**src/rtl/result_fmt_pkg.sv**
```systemverilog
// State encoding and ASCII constants shared by the result formatter blocks.
package result_fmt_pkg;

    typedef enum logic [1:0] {
        IDLE = 2'd0,
        CONV = 2'd1,
        EMIT = 2'd2,
        ERR  = 2'd3
    } fmt_state_e;

    localparam logic [7:0] ASCII_ZERO = 8'h30;
    localparam logic [7:0] ASCII_DOT  = 8'h2E;
    localparam logic [7:0] ASCII_LF   = 8'h0A;
    localparam logic [7:0] ASCII_E    = 8'h45;
    localparam logic [7:0] ASCII_R    = 8'h52;

endpackage

```
**src/rtl/bin2bcd_seq.sv**
```systemverilog
// Iterative shift-add-3 binary-to-BCD converter, one input bit per cycle.
// done_o rises W cycles after start_i and holds until the next start_i.
module bin2bcd_seq #(
    parameter int W      = 10,
    parameter int DIGITS = 3
) (
    input  logic                  clk,
    input  logic                  rst,
    input  logic                  start_i,
    input  logic [W-1:0]          bin_i,
    output logic                  done_o,
    output logic [4*DIGITS-1:0]   bcd_o
);
    localparam int CW = $clog2(W + 1);

    logic [W-1:0]        bin_q, bin_d;
    logic [4*DIGITS-1:0] bcd_q, bcd_d, adj;
    logic [CW-1:0]       cnt_q, cnt_d;
    logic                run_q, run_d;
    logic                done_q, done_d;

    always_comb begin
        adj = bcd_q;
        for (int i = 0; i < DIGITS; i++) begin
            if (adj[4*i +: 4] >= 4'd5) adj[4*i +: 4] = adj[4*i +: 4] + 4'd3;
        end
        bin_d  = bin_q;
        bcd_d  = bcd_q;
        cnt_d  = cnt_q;
        run_d  = run_q;
        done_d = done_q;
        if (start_i) begin
            bin_d  = bin_i;
            bcd_d  = '0;
            cnt_d  = '0;
            run_d  = 1'b1;
            done_d = 1'b0;
        end else if (run_q) begin
            // Digits are corrected before the shift so every step stays a valid BCD doubling.
            bcd_d = {adj[4*DIGITS-2:0], bin_q[W-1]};
            bin_d = bin_q << 1;
            cnt_d = cnt_q + 1'b1;
            if (cnt_q == CW'(W - 1)) begin
                run_d  = 1'b0;
                done_d = 1'b1;
            end
        end
    end

    always_ff @(posedge clk) begin
        if (rst) begin
            bin_q  <= '0;
            bcd_q  <= '0;
            cnt_q  <= '0;
            run_q  <= 1'b0;
            done_q <= 1'b0;
        end else begin
            bin_q  <= bin_d;
            bcd_q  <= bcd_d;
            cnt_q  <= cnt_d;
            run_q  <= run_d;
            done_q <= done_d;
        end
    end

    assign done_o = done_q;
    assign bcd_o  = bcd_q;

endmodule

```
**src/rtl/result_formatter.sv**
```systemverilog
// Formats an integer.thousandths quotient (or a divide error) as an ASCII line.
// First byte valid N+1 cycles after accept; bytes hold under out_ready=0, one word in flight.
module result_formatter
    import result_fmt_pkg::*;
#(
    parameter int SIZE       = 4,
    parameter int INT_DIGITS = 2
) (
    input  logic            clk,
    input  logic            rst,
    input  logic            in_valid,
    output logic            in_ready,
    input  logic [SIZE-1:0] in_m,
    input  logic [9:0]      in_f,
    input  logic            in_err,
    output logic [7:0]      out_data,
    output logic            out_valid,
    input  logic            out_ready,
    output logic            busy
);
    localparam int N     = (SIZE > 10) ? SIZE : 10;
    localparam int IDX_W = $clog2(INT_DIGITS + 6);

    fmt_state_e             state_q, state_d;
    logic [IDX_W-1:0]       idx_q, idx_d;
    logic [IDX_W-1:0]       nint, last_emit;
    logic [4*INT_DIGITS-1:0] int_bcd;
    logic [11:0]            frac_bcd;
    logic                   int_done, frac_done, start;
    logic [9:0]             f_sat;
    logic [3:0]             digit;
    logic [7:0]             emit_byte, err_byte;

    assign start = (state_q == IDLE) && in_valid;
    assign f_sat = (in_f > 10'd999) ? 10'd999 : in_f;

    bin2bcd_seq #(.W(N), .DIGITS(INT_DIGITS)) u_int_bcd (
        .clk(clk), .rst(rst), .start_i(start), .bin_i(N'(in_m)),
        .done_o(int_done), .bcd_o(int_bcd)
    );

    bin2bcd_seq #(.W(N), .DIGITS(3)) u_frac_bcd (
        .clk(clk), .rst(rst), .start_i(start), .bin_i(N'(f_sat)),
        .done_o(frac_done), .bcd_o(frac_bcd)
    );

    // nint = count of integer digits shown once leading zeros are dropped (at least one).
    always_comb begin
        nint = IDX_W'(1);
        for (int i = 1; i < INT_DIGITS; i++) begin
            if (int_bcd[4*i +: 4] != 4'd0) nint = IDX_W'(i + 1);
        end
        last_emit = nint + IDX_W'(4);
        digit     = 4'd0;
        emit_byte = ASCII_LF;
        if (idx_q < nint) begin
            for (int i = 0; i < INT_DIGITS; i++) begin
                if (IDX_W'(i) == nint - idx_q - 1'b1) digit = int_bcd[4*i +: 4];
            end
            emit_byte = ASCII_ZERO + {4'd0, digit};
        end else if (idx_q == nint) begin
            emit_byte = ASCII_DOT;
        end else if (idx_q < last_emit) begin
            for (int j = 0; j < 3; j++) begin
                if (IDX_W'(j) == nint + IDX_W'(3) - idx_q) digit = frac_bcd[4*j +: 4];
            end
            emit_byte = ASCII_ZERO + {4'd0, digit};
        end
    end

    always_comb begin
        case (idx_q[1:0])
            2'd0:    err_byte = ASCII_E;
            2'd3:    err_byte = ASCII_LF;
            default: err_byte = ASCII_R;
        endcase
    end

    always_comb begin
        state_d   = state_q;
        idx_d     = idx_q;
        out_data  = 8'h00;
        out_valid = 1'b0;
        case (state_q)
            IDLE: begin
                idx_d = '0;
                if (in_valid) state_d = in_err ? ERR : CONV;
            end
            CONV: begin
                if (int_done && frac_done) state_d = EMIT;
            end
            EMIT: begin
                out_valid = 1'b1;
                out_data  = emit_byte;
                if (out_ready) begin
                    if (idx_q == last_emit) state_d = IDLE;
                    else                    idx_d   = idx_q + 1'b1;
                end
            end
            ERR: begin
                out_valid = 1'b1;
                out_data  = err_byte;
                if (out_ready) begin
                    if (idx_q == IDX_W'(3)) state_d = IDLE;
                    else                    idx_d   = idx_q + 1'b1;
                end
            end
            default: state_d = IDLE;
        endcase
    end

    always_ff @(posedge clk) begin
        if (rst) begin
            state_q <= IDLE;
            idx_q   <= '0;
        end else begin
            state_q <= state_d;
            idx_q   <= idx_d;
        end
    end

    assign in_ready = (state_q == IDLE);
    assign busy     = (state_q != IDLE);

endmodule

```
**config.mk**
```make
export PLATFORM = sky130hd
export DESIGN_NAME = result_formatter
export DESIGN_NICKNAME = d
export VERILOG_FILES = /design/src/rtl/result_fmt_pkg.sv /design/src/rtl/bin2bcd_seq.sv /design/src/rtl/result_formatter.sv
export SDC_FILE = /design/constraint.sdc
export NUM_CORES = 1
export LEC_CHECK = 0
export BUFFER_PORTS_ARGS = -buffer_cell sky130_fd_sc_hd__buf_2
export CAP_MARGIN = 20
export CORE_MARGIN = 2
export CORE_UTILIZATION = 50
export CTS_BUF_LIST = sky130_fd_sc_hd__clkbuf_8
export DETAILED_ROUTE_END_ITERATION = 10
export GPL_ROUTABILITY_DRIVEN = 1
export PLACE_DENSITY = 0.72
export SYNTH_ARGS = -nofsm -noshare
export SYNTH_HDL_FRONTEND = slang
export SYNTH_SLANG_ARGS = --single-unit
```
**constraint.sdc**
```tcl
create_clock -name clk -period 2.5 [get_ports clk]
set_input_delay 0.25 -clock clk [delete_from_list [all_inputs] [get_ports clk]]
set_output_delay 0.25 -clock clk [all_outputs]
set_load 0.005 [all_outputs]
```
# Word level (Yosys, flattened, before mapping)
# Cells that the tools add are included.
word_totals:
  reg_bits: 57
  latchBits: 0
  ramBits: 0
  romBits: 0
  wordCells: 118
  memories: 0
op_classes:
  n_addsub: 15
  multipliers: 0
  div: 0
  magnitude_cmp: 8
  n_eq_ne: 20
  shift: 0
  n_mux: 45
  n_bitwise: 0
  reduce_logical: 17
ops:
  columns: ["operator", "n"]
  rows:
  - ["4-bit two-way mux", 14]
  - ["10-bit two-way mux", 3]
  - ["7-bit two-way mux", 3]
  - ["4-bit by 3-bit greater-or-equal comparator with 1-bit output (second input constant)", 5]
  - ["3-bit two-way mux", 6]
  - ["2-bit two-way mux", 8]
  - ["2-bit != test (second input constant)", 8]
  - ["8-bit one-hot mux with 2 select lines", 1]
  - ["6-bit by 4-bit adder with 7-bit output (first input constant)", 2]
  - ["7-bit one-hot mux with 2 select lines", 1]
  - ["4-bit by 2-bit adder with 4-bit output (second input constant)", 3]
  - ["10-bit greater-than comparator (second input constant)", 1]
  - ["3-bit by 2-bit adder with 3-bit output (second input constant)", 3]
  - ["3-bit one-hot mux with 3 select lines", 1]
  - ["4-bit by 1-bit adder with 4-bit output (second input constant)", 2]
  - ["4-bit == test (second input constant)", 2]
  - ["2-bit one-hot mux with 4 select lines", 1]
  - ["1-bit two-way mux", 7]
  - ["1-bit by 3-bit == test with 1-bit output (first input constant)", 2]
  - ["2-bit == test (second input constant)", 3]
  - ["3-bit == test", 2]
  - ["3-bit zero test", 2]
  - ["3-bit less-than comparator", 2]
  - ["6-bit AND reduction", 1]
  - ["other kinds (15)", 22]

# Logic depth before layout (Yosys ltp)
depth:
  depth_word: 16
  mapped_depth: 11
  ltp_nobuf: 10

# Modules after synthesis
# Synthesis repeated with hierarchy kept, for this count alone.
unflattened:
  cells_unflattened: 456
  hier_area_um2: 3863.7
by_module_without_submodules:
  columns: ["module", "n_inst", "cells_per_inst", "area_per_inst_um2", "seq_area_each_um2"]
  rows:
  - ["bin2bcd_seq (u_frac_bcd)", 1, 169, 1522.7, 560.5]
  - ["bin2bcd_seq (u_int_bcd)", 1, 134, 1243.7, 480.5]
  - ["result_formatter", 1, 153, 1097.3, 100.1]

# Worst setup path after synthesis
# OpenSTA, ideal clock, no wires.
synth_path:
  kind: "reg2out"
  startpoint: "register u_int_bcd.bcd_q[5], in the netlist u_int_bcd.bcd_o[5]"
  endpoint: "output out_data[0]"
  arrival_time_ps: 2455
  t_required_ps: 2250
  setup_slack_ps: -205
  stages_incl_launch_ff: 12
  path_cell_list: "dfxtp_1 > inv_1 > ha_1 > nor3b_4 > ha_1 > ha_1 > clkbuf_1 > nand2_1 > o21ai_0 > mux2i_1 > o41ai_1 > a41o_1"
synth_between:
  elab_chain_cells: 16
  word_cells_on_any_way: 30
  cone_classes: "add/sub (7); order compare (2); eq/ne (4); mux (14); reduce/logical (3)"
synth_lines:
  columns: ["item", "line", "source"]
  rows:
  - ["start: declaration", "bin2bcd_seq.sv:17", "logic [4*DIGITS-1:0] bcd_q, bcd_d, adj;"]
  - ["start signal: assignment", "bin2bcd_seq.sv:53", "bcd_q <= '0;"]
  - ["start signal: assignment", "bin2bcd_seq.sv:59", "bcd_q <= bcd_d;"]
  - ["4-bit nonzero test (*)", "result_formatter.sv:51", "if (int_bcd[4*i +: 4] != 4'd0) nint = IDX_W'(i + 1);"]
  - ["2-bit two-way mux (*)", "result_formatter.sv:51", null]
  - ["3-bit by 2-bit adder with 3-bit output", "result_formatter.sv:65", "if (IDX_W'(j) == nint + IDX_W'(3) - idx_q) digit = frac_bcd[4*j +: 4];"]
  - ["3-bit subtractor", "result_formatter.sv:65", null]
  - ["3-bit zero test", "result_formatter.sv:65", null]
  - ["4-bit two-way mux (3 in a row)", "result_formatter.sv:65", null]
  - ["4-bit two-way mux", "result_formatter.sv:63", "end else if (idx_q < last_emit) begin"]
  - ["4-bit two-way mux", "result_formatter.sv:61", "end else if (idx_q == nint) begin"]
  - ["4-bit two-way mux", "result_formatter.sv:56", "if (idx_q < nint) begin"]
  - ["6-bit by 4-bit adder with 7-bit output", "result_formatter.sv:67", "emit_byte = ASCII_ZERO + {4'd0, digit};"]
  - ["7-bit two-way mux", "result_formatter.sv:63", null]
  - ["7-bit two-way mux", "result_formatter.sv:61", null]
  - ["7-bit two-way mux (*)", "result_formatter.sv:56", null]
  - ["8-bit one-hot mux with 2 select lines (*)", "result_formatter.sv:84", "case (state_q)"]
  - ["end: declaration", "result_formatter.sv:16", "output logic [7:0] out_data,"]
# Every way passes the cells marked *; elsewhere a longest branch is shown, timed or not. The select of a mux whose other input is x is not followed.

# Worst setup path in the final report
layout_path:
  startpoint: "register u_int_bcd.bcd_q[4], in the netlist u_int_bcd.bcd_o[4]"
  endpoint: "output out_data[3]"
layout_between:
  elab_chain_cells: 16
  word_cells_on_any_way: 30
  cone_classes: "add/sub (7); order compare (2); eq/ne (4); mux (14); reduce/logical (3)"
layout_lines:
  columns: ["item", "line"]
  rows:
  - ["4-bit nonzero test", "result_formatter.sv:51"]
  - ["2-bit two-way mux", "result_formatter.sv:51"]
  - ["3-bit by 2-bit adder with 3-bit output", "result_formatter.sv:65"]
  - ["3-bit subtractor", "result_formatter.sv:65"]
  - ["3-bit zero test", "result_formatter.sv:65"]
  - ["4-bit two-way mux (3 in a row)", "result_formatter.sv:65"]
  - ["4-bit two-way mux", "result_formatter.sv:63"]
  - ["4-bit two-way mux", "result_formatter.sv:61"]
  - ["4-bit two-way mux", "result_formatter.sv:56"]
  - ["6-bit by 4-bit adder with 7-bit output", "result_formatter.sv:67"]
  - ["7-bit two-way mux", "result_formatter.sv:63"]
  - ["7-bit two-way mux", "result_formatter.sv:61"]
  - ["7-bit two-way mux (*)", "result_formatter.sv:56"]
  - ["8-bit one-hot mux with 2 select lines (*)", "result_formatter.sv:84"]
# Marked as above.

==> summary.txt <==
Run status
  • Status: finished with violations
  • Failing checks: negative setup slack

CTS
  • Max clock buf depth: 2
  • Hold Buf Count CTS: 0
  • Num CTS Buffers: 9
  • CTS H-tree depth: 3
  • Clk slew on worst S/H paths: 70 ps
  • Worst-Skew Late Latency: around 340 ps
  • Sink Count: 57
  • Clock root buffer: clkbuf_8
  • TritonCTS clock tree: built

Placement
  • Port Buffers: 28
  • Placer Congestion: roughly 0.93
  • Placed cell area: between 3000 and 4000 um^2
  • Inst Count DP: 490
  • Dpl ws: -24.1 ps
  • Final HPWL DP: 4860 um

Drt
  • Wirelength per Cell: between 10 and 15 um
  • DRT Pass-1 Iters: 7
  • Drt drc: 0
  • Post-route antenna net violation count: 0
  • Routed vias: approximately 2800
  • Vias per cell: around 5.6
  • Total Wirelength: about 7200 um
  • Iter 0 DRT Violations: between 150 and 200

Worst setup path
  • Reg-to-reg endpoint: idx_q[2]
  • CP endpoint kind: primary output
  • Critical-path cell list: inv_2, ha_4, buf_4, nor4b_4, buf_4, nor2_2, or4_1, a211oi_1, a311oi_1, buf_2
  • Worst Path Arrival: roughly 2500 ps
  • Worst Path Required: roughly 2300 ps
  • Critical path's most frequent cell: buf_4
  • Worst reg-to-reg setup slack: about 230 ps
  • Bufs and invs on worst path: 4
  • CP peak stage delay: a little under 500 ps
  • R2r startpoint: idx_q[2]
  • WS Path Type: register to primary output
  • CP top delay family: simple AND/OR/NAND/NOR gates
  • Worst R2R Path Depth: 6
  • CP startpoint kind: register
  • Critical Path Fanout Max: 5
  • Slowest cell on the critical path: or4_1

GRT
  • Largest net degree at the start of global routing: 37
  • GRT Overall Usage: 0.211
  • Vias in the first global route: 2758
  • GR Overflow Total: 0
  • Antenna violations before repair: 0
  • First-pass GRT wire length: approximately 12000 um

Synth
  • Post-Syn Area: between 3000 and 4000 um^2
  • Distinct cells, synth: 50
  • Post-Syn Instances: 394
  • Mean Syn Cell Area: ~8.4 um^2
  • Sequential fraction of the synthesis area: 0.346
  • Ys async rst share: 0
  • Post-synth EDFFs: 0
  • Post-Syn Nets: around 430
  • Top FF cell, synth: dfxtp_1
  • Yosys warning count: 0
  • Synth Register Bits: 57

Flow run
  • Total of max-cap violations: 0

Pwr
  • Peak supply drop: approximately 0.00055 V
  • Sw Ratio: 0.266
  • Part of the power in registers: 0.455
  • Switching power: between 500 and 600 uW
  • Int Power: ~1600 uW
  • PnR Total Power: roughly 2100 uW
  • Comb pwr share: 0.118
  • Static Leakage: between 0.0015 and 0.002 uW
  • Clock group share of total power: 0.427
  • PwrDens: roughly 540 nW/um^2

Timing
  • Min setup slack post-route: -286 ps
  • Slew Limit Headroom: 0.627
  • Maximum clock frequency: roughly 360 MHz
  • Max Slew Vio Count: 0
  • Setup TNS: -919 ps
  • Final Hold Vio Count: 0
  • Final setup fails: 5
  • Crit path time final: 2790 ps
  • Clk_skew: ~7.0 ps
  • RSZ-0062 raised after global routing: true
  • Final period utilization: 1.11
  • Tightest Pin Transition: around 560 ps

Floorplan
  • I/O Pins: 30
  • Row count: 29
  • Die Height: 85.2 um
  • Initial core utilization: 0.519
  • Chip width: ~85 um
  • Core area: 6350 um^2
  • Die ar.: between 7000 and 8000 um^2

Min path
  • Min-Delay Path Depth: 2
  • Hold Crit Endpoint: state_q[1]
  • Hold Crit Class: input port to register
  • Min-delay src: out_ready

Final layout
  • Area growth syn-to-layout: 19.6%
  • Diode count: 0
  • Final instance count without filler cells: ~510
  • Layout cells sized above 1: 0.206
  • Final nets: approximately 470
  • Final instance area: slightly below 4000 um^2
-- sequential cells by signal (all words and copies together) (netlist names) --
| name | flops |
|---|---|
| u_frac_bcd.bcd_o | 12 |
| u_frac_bcd.bin_q | 10 |
| u_int_bcd.bin_q | 10 |
| u_int_bcd.bcd_o | 8 |
| u_frac_bcd.cnt_q | 4 |
| u_int_bcd.cnt_q | 4 |
| idx_q | 3 |
| state_q | 2 |
| u_frac_bcd.done_o | 1 |
| u_frac_bcd.run_q | 1 |
| u_int_bcd.done_o | 1 |
| u_int_bcd.run_q | 1 |
-- cell families (layout without fill, tap and decap cells) --
logic type      count (synthesis)  after routing  share of synthesized area
mux                            33             33                      0.101
compound gates                 87             87                      0.177
fa+ha+maj                      21             21                     0.0797
simple gates                  128            128                      0.183
xor+xnor                       20             20                     0.0554
other cells                     1              1                    0.00114
buf+inv                        47             85                     0.0573
flops                          57             57                      0.346
-- metrics by stage --
stage	hold slack, ps	util
after global placement	472	0.567
final	156	0.621
after CTS	136	0.616
after floorplan	322	-
after detailed placement	472	0.567
after global routing	155	0.621
-- cell usage after synthesis, types with 2 or more instances --
library cell,count,area (um^2)
o21ai_0,14,70.1
nand2b_1,15,93.8
o41ai_1,3,26.3
a41oi_1,2,17.5
nand2_1,22,82.6
dfxtp_1,57,1140
mux2i_1,31,310
nor2_1,57,214
inv_1,23,86.3
mux2_2,2,22.5
ha_1,21,263
nand4_1,4,25.0
a211oi_1,15,113
a21o_1,3,22.5
nand3_1,15,75.1
a21oi_1,24,120
o211ai_1,5,37.5
and3_1,2,12.5
a31oi_1,2,12.5
buf_1,2,7.51
nor3_1,5,25.0
a22oi_1,2,15.0
clkbuf_1,19,71.3
a311oi_1,5,43.8
a211o_1,2,17.5
xnor2_1,17,149
xor2_1,2,17.5
-- worst max-delay path by stage --
stage / from / endpoint / slack [ps] / cells past startpoint
5_1_grt: u_int_bcd.bcd_o[4] / out_data[2] / -390 / 10
6_report: u_int_bcd.bcd_o[4] / out_data[3] / -290 / 10
4_1_cts: u_int_bcd.bcd_o[4] / out_data[1] / -240 / 11
3_5_place_dp: u_int_bcd.bcd_o[4] / out_data[3] / -20 / 11
2_1_floorplan: u_int_bcd.bcd_o[4] / out_data[1] / 40 / 10
3_3_place_gp: u_int_bcd.bcd_o[4] / out_data[3] / 100 / 11
-- layout make-up --
class	count	area, um^2
sequential	57	1140
fill	529	2410
inverter	23	88.8
timing repair buffer	46	275
multi-input combinational	290	2130
tap	77	96.3
clock buffer	11	151
clock inverter	5	62.6
-- worst reg2reg max path, delay by kind of cell (launching register included) --
kind	cells	cell delay, ps
AO/OA/AOI/OAI	2	430
adder cells (fa/ha/maj)	1	320
buffers and inverters	1	320
AND/OR/NAND/NOR	2	470
flip-flops	1	670
-- metal layers --
layer,wire [um],global-route usage,part of all wire,vias up
met4,174,0.108,0.024,0
met1,3360,0.277,0.47,1312
met3,394,0.0574,0.055,19
met2,3260,0.319,0.45,69
li1,-,-,-,1448
met5,0,0,0,-
-- cells in the final DEF, fill, tap and decap left out, drive strengths merged, types with 14 or more instances in the layout --
cell type,n
a211oi,15
a21oi,24
buf,46
dfxtp,57
ha,21
inv,24
mux2i,31
nand2,22
nand2b,15
nand3,15
nor2,57
o21ai,14
xnor2,18
-- power by group through the flow --
stage	sequential [uW]	clock, uW	combinational, uW
after floorplan	978	0	191
after global placement	994	0	238
after detailed placement	995	0	240
after CTS	975	939	248
after global routing	981	978	281
final	975	915	252
-- timing repair --
item                                    4_1_cts  5_1_grt
gates resized for setup                      14        5
setup buffers                                 3        0
endpoints found under the setup margin        4        6
pin swaps                                     7        5
Power figures use the tool's default switching activity.
